<file path="src/rtl/cache_write_buffer_pkg.sv">
// Shared cache constants and payload types for the D-cache store buffer.
// Line geometry, line-address width and default buffer depth live here so the
// store path, the buffer and its bench agree on them.
package cache_write_buffer_pkg;

    localparam int unsigned CACHE_LINE_BIT_LENGTH = 128;
    localparam int unsigned CACHE_LINE_SIZE       = CACHE_LINE_BIT_LENGTH / 8;
    localparam int unsigned LINE_ADDR_W           = 28;
    localparam int unsigned WBUF_DEPTH            = 4;

    // Line payload: data plus per-byte enables.
    typedef struct packed {
        logic [CACHE_LINE_BIT_LENGTH-1:0] data;
        logic [CACHE_LINE_SIZE-1:0]       strb;
    } wbuf_line_t;

endpackage

</file>
<file path="src/rtl/wbuf_byte_merge.sv">
// Combinational byte merge: strobed bytes of i_new overwrite i_old, strobes OR.
// With i_old = 0 it reduces to masking i_new.data by i_new.strb.
// Ports: i_old (existing line), i_new (incoming line), o_merged (result).
module wbuf_byte_merge
    import cache_write_buffer_pkg::*;
(
    input  wbuf_line_t i_old,
    input  wbuf_line_t i_new,
    output wbuf_line_t o_merged
);

    always_comb begin
        o_merged      = i_old;
        o_merged.strb = i_old.strb | i_new.strb;
        for (int b = 0; b < int'(CACHE_LINE_SIZE); b++) begin
            if (i_new.strb[b]) begin
                o_merged.data[8*b +: 8] = i_new.data[8*b +: 8];
            end
        end
    end

endmodule

</file>
<file path="src/rtl/cache_write_buffer.sv">
// Line-granular in-order store buffer with load-forwarding lookup.
// Optional merge of a store into the youngest non-head entry: WBUF_MERGE_EN.
// Ports: clk/rst_n; wr_* store input (valid/ready); mem_* head output
// (valid/ready); lookup_addr -> lookup_hit/data/strb (combinational);
// empty/full status.
module cache_write_buffer
    import cache_write_buffer_pkg::*;
#(
    parameter int unsigned DEPTH  = WBUF_DEPTH,
    parameter int unsigned ADDR_W = LINE_ADDR_W
) (
    input  logic                             clk,
    input  logic                             rst_n,
    input  logic                             wr_valid,
    output logic                             wr_ready,
    input  logic [ADDR_W-1:0]                wr_line_addr,
    input  logic [CACHE_LINE_BIT_LENGTH-1:0] wr_data,
    input  logic [CACHE_LINE_SIZE-1:0]       wr_strb,
    output logic                             mem_valid,
    input  logic                             mem_ready,
    output logic [ADDR_W-1:0]                mem_line_addr,
    output logic [CACHE_LINE_BIT_LENGTH-1:0] mem_data,
    output logic [CACHE_LINE_SIZE-1:0]       mem_strb,
    input  logic [ADDR_W-1:0]                lookup_addr,
    output logic                             lookup_hit,
    output logic [CACHE_LINE_BIT_LENGTH-1:0] lookup_data,
    output logic [CACHE_LINE_SIZE-1:0]       lookup_strb,
    output logic                             empty,
    output logic                             full
);

    localparam int unsigned PTR_W = $clog2(DEPTH);
    localparam int unsigned CNT_W = PTR_W + 1;

    logic [ADDR_W-1:0] r_addr  [DEPTH];
    wbuf_line_t        r_line  [DEPTH];
    logic [DEPTH-1:0]  r_valid;
    logic [PTR_W-1:0]  r_head;
    logic [PTR_W-1:0]  r_tail;
    logic [CNT_W-1:0]  r_count;
    // Last popped head; keeps mem_* steady while the buffer is empty.
    logic [ADDR_W-1:0] r_last_addr;
    wbuf_line_t        r_last_line;

    logic              w_full;
    logic              w_empty;
    logic              w_accept;
    logic              w_merge;
    logic              w_push;
    logic              w_pop;
    logic [PTR_W-1:0]  w_wr_idx;
    wbuf_line_t        w_old_line;
    wbuf_line_t        w_in_line;
    wbuf_line_t        w_new_line;

    assign w_full   = (r_count == CNT_W'(DEPTH));
    assign w_empty  = (r_count == CNT_W'(0));
    assign w_accept = wr_valid && !w_full;
    assign w_pop    = !w_empty && mem_ready;

`ifdef WBUF_MERGE_EN
    logic [PTR_W-1:0] w_youngest;
    assign w_youngest = r_tail - PTR_W'(1);
    // count>=2 keeps the head (already on the mem port) out of reach.
    assign w_merge    = w_accept && (r_count >= CNT_W'(2)) &&
                        (wr_line_addr == r_addr[w_youngest]);
    assign w_wr_idx   = w_merge ? w_youngest : r_tail;
    assign w_old_line = w_merge ? r_line[w_youngest] : '0;
`else
    assign w_merge    = 1'b0;
    assign w_wr_idx   = r_tail;
    assign w_old_line = '0;
`endif

    assign w_push         = w_accept && !w_merge;
    assign w_in_line.data = wr_data;
    assign w_in_line.strb = wr_strb;

    wbuf_byte_merge u_merge (
        .i_old    (w_old_line),
        .i_new    (w_in_line),
        .o_merged (w_new_line)
    );

    // FIFO storage, pointers and count.
    always_ff @(posedge clk or negedge rst_n) begin
        if (!rst_n) begin
            for (int i = 0; i < int'(DEPTH); i++) begin
                r_addr[i] <= '0;
                r_line[i] <= '0;
            end
            r_valid     <= '0;
            r_head      <= '0;
            r_tail      <= '0;
            r_count     <= '0;
            r_last_addr <= '0;
            r_last_line <= '0;
        end else begin
            if (w_accept) begin
                r_addr[w_wr_idx]  <= wr_line_addr;
                r_line[w_wr_idx]  <= w_new_line;
                r_valid[w_wr_idx] <= 1'b1;
            end
            if (w_push) begin
                r_tail <= r_tail + PTR_W'(1);
            end
            if (w_pop) begin
                r_valid[r_head] <= 1'b0;
                r_head          <= r_head + PTR_W'(1);
                r_last_addr     <= r_addr[r_head];
                r_last_line     <= r_line[r_head];
            end
            if (w_push && !w_pop) begin
                r_count <= r_count + CNT_W'(1);
            end else if (!w_push && w_pop) begin
                r_count <= r_count - CNT_W'(1);
            end
        end
    end

    assign empty         = w_empty;
    assign full          = w_full;
    assign wr_ready      = !w_full;
    assign mem_valid     = !w_empty;
    assign mem_line_addr = w_empty ? r_last_addr      : r_addr[r_head];
    assign mem_data      = w_empty ? r_last_line.data : r_line[r_head].data;
    assign mem_strb      = w_empty ? r_last_line.strb : r_line[r_head].strb;

    // Walk oldest to youngest so the youngest match wins.
    logic [PTR_W-1:0] w_lk_idx;
    always_comb begin
        lookup_hit  = 1'b0;
        lookup_data = '0;
        lookup_strb = '0;
        w_lk_idx    = '0;
        for (int i = 0; i < int'(DEPTH); i++) begin
            w_lk_idx = r_head + PTR_W'(i);
            if (r_valid[w_lk_idx] && (r_addr[w_lk_idx] == lookup_addr)) begin
                lookup_hit  = 1'b1;
                lookup_data = r_line[w_lk_idx].data;
                lookup_strb = r_line[w_lk_idx].strb;
            end
        end
    end

endmodule

</file>
<file path="config.mk">
export PLATFORM = sky130hd
export DESIGN_NAME = cache_write_buffer
export DESIGN_NICKNAME = d
export VERILOG_FILES = /design/src/rtl/cache_write_buffer_pkg.sv /design/src/rtl/wbuf_byte_merge.sv /design/src/rtl/cache_write_buffer.sv
export SDC_FILE = /design/constraint.sdc
export NUM_CORES = 2
export LEC_CHECK = 0
export CORE_ASPECT_RATIO = 0.9
export CORE_MARGIN = 5
export CORE_UTILIZATION = 45
export DETAILED_ROUTE_END_ITERATION = 10
export DONT_BUFFER_PORTS = 1
export GPL_ROUTABILITY_DRIVEN = 0
export PLACE_DENSITY = 0.66
export SLEW_MARGIN = 20
export SYNTH_ARGS = -nofsm -noshare
export SYNTH_HDL_FRONTEND = slang
export SYNTH_SLANG_ARGS = --single-unit
</file>
<file path="constraint.sdc">
create_clock -name clk -period 15.1 [get_ports clk]
set_input_delay 1.51 -clock clk [delete_from_list [all_inputs] [get_ports clk]]
set_output_delay 1.51 -clock clk [all_outputs]
set_load 0.01 [all_outputs]
</file>
# Word-level counts from Yosys, hierarchy flattened
# Index checks and enable logic that the tools add are counted.
word_totals:
  out_inout_bits: 321
  register_bits: 871
classes:
  add_sub_neg: 6
  n_reduce_logical: 17
  bitwise_logic: 8
  magnitude_cmp: 13
  mux: 77
  eq_ne: 5
op_table:
  columns: ["op", "count"]
  rows:
  - ["$mux W144", 9]
  - ["$bmux W144 S2", 4]
  - ["$mux W128", 5]
  - ["$bwmux W576", 1]
  - ["$demux W144 S2", 1]
  - ["$mux W28", 10]
  - ["$bmux W28 S2", 4]
  - ["$mux W8", 16]
  - ["$bwmux W112", 1]
  - ["$eq A28 B28 Y1", 4]
  - ["$mux W16", 5]
  - ["$demux W28 S2", 1]
  - ["$ge A3 B3 Y1 const B", 5]
  - ["$lt A2 B3 Y1 const B", 5]
  - ["$not A2 Y3", 5]
  - ["$logic_and A1 B1 Y1", 11]
  - ["$mux W1", 10]
  - ["$bmux W1 S2", 4]
  - ["$mux W4", 2]
  - ["$mux W3", 2]
  - ["$add A2 B1 Y2 const B", 2]
  - ["$add A2 B2 Y2 const B", 2]
  - ["$and A4 B4 Y4", 1]
  - ["$demux W1 S2", 2]
  - ["10 further kinds", 14]

# Longest topological paths before layout
logic_depth:
  depth_word: 10
  ltp_mapped: 25
  ltp_nobuf: 10

# Hierarchy
# From an unflattened synthesis, not the netlist that was laid out.
hier_totals:
  cells_unflattened: 5104
  area_unflattened_um2: 59844.9
by_module_without_submodules:
  columns: ["module", "seq_area_each_um2", "area_per_inst_um2", "cells_each", "instances"]
  rows:
  - ["cache_write_buffer", 21795.9, 58123.2, 4944, 1]
  - ["wbuf_byte_merge", 0.0, 1721.7, 160, 1]

# Worst setup path before layout
# OpenSTA, ideal clock, no wires.
synth_timing:
  path_kind: "flip-flop to output port"
  start: "register r_head[1]"
  end: "output lookup_data[107]"
  path_slack_ps: 8302
  n_path_buf: 14
  stages_incl_launch_ff: 24
  t_required_ps: 13590
  t_arrival_ps: 5288
  path_cell_list: "dfrtp_1 -> buf_4 -> buf_4 -> buf_4 -> buf_2 -> clkbuf_1 -> buf_1 -> buf_2 -> buf_2 -> inv_1 -> ha_1 -> buf_4 -> buf_4 -> buf_2 -> mux4_2 -> xor2_1 -> a2111oi_0 -> nand3_1 -> nor4b_1 -> buf_2 -> nor2_1 -> buf_2 -> clkbuf_1 -> a22oi_1"
synth_between:
  elab_chain_cells: 10
  word_cells_on_any_way: 51
synth_lines:
  columns: ["item", "line_no", "source"]
  rows:
  - ["start: declaration", "cache_write_buffer.sv:38", "logic [PTR_W-1:0] r_head;"]
  - ["start signal: assignment", "cache_write_buffer.sv:109", "r_head <= r_head + PTR_W'(1);"]
  - ["$add A2 B1 Y2 / $not A2 Y3 (equally long branches)", "cache_write_buffer.sv:137, cache_write_buffer.sv:138, cache_write_buffer.sv:140", null]
  - ["$not A2 Y3 (implied by the code) / $bmux W28 S2 (equally long branches)", "cache_write_buffer.sv:138, cache_write_buffer.sv:140", null]
  - ["$bmux W28 S2 / $mux W28 (equally long branches)", "cache_write_buffer.sv:138", "if (r_valid[w_lk_idx] && (r_addr[w_lk_idx] == lookup_addr)) begin"]
  - ["$mux W28 (implied by the code)", "cache_write_buffer.sv:138", null]
  - ["$mux W28 (implied by the code) / $eq A28 B28 Y1 (equally long branches)", "cache_write_buffer.sv:138", null]
  - ["$eq A28 B28 Y1 / $logic_and A1 B1 Y1 (equally long branches)", "cache_write_buffer.sv:138", null]
  - ["$logic_and A1 B1 Y1 / $mux W128 (equally long branches)", "cache_write_buffer.sv:138", null]
  - ["$mux W128 (2 in a row)", "cache_write_buffer.sv:138", null]
  - ["$mux W128 *", "cache_write_buffer.sv:138", null]
  - ["end: declaration", "cache_write_buffer.sv:26", "output logic [CACHE_LINE_BIT_LENGTH-1:0] lookup_data,"]
# Mark *: on every way between the ends. The rest lies on a longest branch, timed or not. The select of a mux whose other input is x is not followed.

# Worst setup path in the final report
layout_timing:
  start: "register r_head[0]"
  end: "output lookup_data[10]"
# Same word-level chain as after synthesis.

==> results.txt <==
top cell type by total area after synthesis - dfrtp_1
remaining antenna violation count - 0
Pleak - 25.7 nW
P_int - 8.82 mW
HPWL after detailed placement - 117 mm
Num CTS Buffers - 99
Synth top area share - 37.9%
Clk pin slew, worst setup/hold paths - 70 ps
synthesized-area fraction occupied by adder cells - 0.231%
r2r startpoint - r_head[0]
# hold bufs at CTS - 0
CTS tree - built
CP Cell Sequence - inv_1 > buf_4 > ha_4 > buf_4 > mux4_2 > xor2_1 > a2111oi_0 > nand3_1 > nor4b_2 > buf_4 > nor2_4 > buf_6 > a22oi_1
fin util - 48.7%
Post-Route WL - 185 mm
multiplexer area fraction after synthesis - 33.1%
largest net degree at the start of global routing - 872
outcome - finished, final reports clean
final hold slack - 468 ps
post-CTS setup buffers - 0
Worst Hold Class - input pin to asynchronous set/reset pin
Fillers - 11400
Synth Area in XOR/XNOR - 1.48%
antenna violations before repair - 20
cell depth of the worst setup path - 13
pwr dens - 250 nW/µm²
# clock sinks - 871
Initial Utilization - 45.3%
boundary pin count - 525
cells after synthesis - 5514
Slew HR - 18.0%
Synth Warn # - 0
period utilisation layout - 61.0%
combinational share of power - 53.8%
Sw Ratio - 42.9%
Total Routing Usage GR - 26.8%
max frequency - 109 MHz
First-pass DRT Iterations - 6
WL per Instance - 26.5 µm
CP startpoint kind - register
Seq/Total Area, Yosys - 37.9%
crit path max fanout - 92
asr flop ratio synth - 100%
area of the multi-input gates - 33500 µm²
worst slew pin tran - 1230 ps
Post-synth EDFFs - 0
simple-gate share of the synthesized area - 14.0%
most common cell in the synthesized netlist - nand2_1
Final #Nets - 5387
most numerous cell on the critical path - buf_4
area grow syn2layout - 7.53%
routed vias/inst - 6.39
reg2reg setup slack - 11430 ps
crit-path leading delay family - buffers and inverters
Most used DFF post-synth - dfrtp_1
final worst slack - 5900 ps
largest family of logic cells by synthesized area - multiplexers
Avg Cell Area, Syn - 10.4 µm²
Hold Violations, Final - 0
maximum root-to-sink buffer count - 3
DRT iter0 DRCs - 4901
PortBufs - 0
Clock Power Share - 16.8%
complex-gate fraction of the synthesized area - 9.23%
Critical Path End Type - output pin
number of global-route vias before repair - 42800
die width - 387 µm
global-route wire length before repair - 282 mm
Site Rows - 124
CP max-delay cell - dfrtp_4
CTS H-Tree Depth - 3
height of the die - 349 µm
pre-CTS setup slack - 6460 ps
Netlist Area Pre-Place - 57500 µm²
Synth cell types - 64
Slew Viols, Final - 0
# resized after CTS - 0
DR vias - 44600
Buf+Inv Stages, Crit Path - 5
Synth area leaders - dfrtp_1, mux4_2, nand2_1
VDD IR max - 0.172 mV
clock latency on the worst-skew pair - 740 ps
root buffer cell - clkbuf_16
GRT overflow - 0
DRC Markers - 0
clk_skew - 41.8 ps
layout cells sized above 1 - 20.8%
CP required - 13590 ps
critical path startpoint - r_head[0]
Switch Pwr - 6.62 mW
FF+latch count, synth - 871
Mapped Nets - 5728
die area - 135000 µm²
Final min period - 9200 ps
core area - 127000 µm²
Worst path max stage delay - 960 ps
top post-synthesis cells by count - nand2_1, dfrtp_1, o21ai_0, mux4_2, clkbuf_1
FF-to-FF path depth - 5
Critical Path AT - 7690 ps
sequential power share - 29.4%
number of setup violations in the final report - 0
RSZ-0062 raised after global routing - false
critical path class - register to output pin
final setup TNS - 0 ps
max cap viols - 0
FF/Latch Area - 21800 µm²
-- sequential cells by signal, summed over array words and instances (netlist names) --
name and cells:
r_line 576, r_last_line 144, r_addr 112, r_last_addr 28
r_valid 4, r_count 3, r_head 2, r_tail 2
-- layer usage --
metal	wire, µm	vias to the layer above	global-route usage [%]	part of all wire [%]
li1	-	19200	-	-
met1	73600	22600	36.6	40
met2	84000	2319	40.9	45
met3	18600	428	7.19	10
met4	8390	8	11.2	4.5
met5	49	-	0	0.027
-- cell families after synthesis --
group	count (synthesis)
buffers and inverters	523
AO/OA/AOI/OAI	942
flip-flops	871
multiplexers	1062
AND/OR/NAND/NOR	2009
XOR/XNOR	97
adder cells (fa/ha/maj)	10
-- metrics by stage --
step / instance area (µm²) / total power [mW] / std cells
2_1_floorplan: 57500 / 10.7 / 5514
3_3_place_gp: 58000 / 12.5 / 6761
3_5_place_dp: 58000 / 12.7 / 6761
4_1_cts: 61500 / 15.3 / 6949
5_1_grt: 61800 / 16.4 / 6971
6_report: 61800 / 15.4 / 6976
-- worst register-to-register path, delay by kind of cell, from the launching register on --
kind	cells	cell delay [ps]
buffers and inverters	2	1780
flip-flops	1	960
multiplexers	1	670
AND/OR/NAND/NOR	2	150
-- cells in the final DEF, fill, tap and decap left out, types with 38 or more instances in the layout --
| cell type | count |
|---|---|
| nand2_1 | 1796 |
| dfrtp_1 | 869 |
| o21ai_0 | 702 |
| mux4_2 | 651 |
| mux2i_1 | 216 |
| mux2_2 | 195 |
| a22oi_1 | 146 |
| nor2b_1 | 120 |
| clkbuf_16 | 100 |
| xnor2_1 | 65 |
| buf_4 | 38 |
-- final timing paths --
path / to
max in group asynchronous: r_last_line[64]
worst max register to register: r_last_line[42]
min in group clk: r_last_line[0]
worst min register to register: r_last_line[0]
worst min-delay path: r_last_line[131]
worst max-delay path: lookup_data[10]
-- final cells by class --
cell class              count  share of cell area (%)
inverters                  20                   0.138
repair buffers             61                    1.34
diodes                     15                  0.0607
clock inverters            50                    1.11
multi-input cells        4120                    54.1
clock buffers             138                    4.54
well taps                1701                    3.44
flip-flops and latches    871                    35.3
-- power groups by stage --
| stage | combinational, mW | sequential (mW) | clock (mW) |
|---|---|---|---|
| floorplan | 6.60 | 4.07 | 0 |
| global placement | 8.07 | 4.41 | 0 |
| detailed placement | 8.15 | 4.52 | 0 |
| CTS | 8.19 | 4.48 | 2.64 |
| global route | 8.93 | 4.69 | 2.73 |
| finish | 8.31 | 4.55 | 2.59 |
No activity file was read; power rests on OpenSTA's default activity.
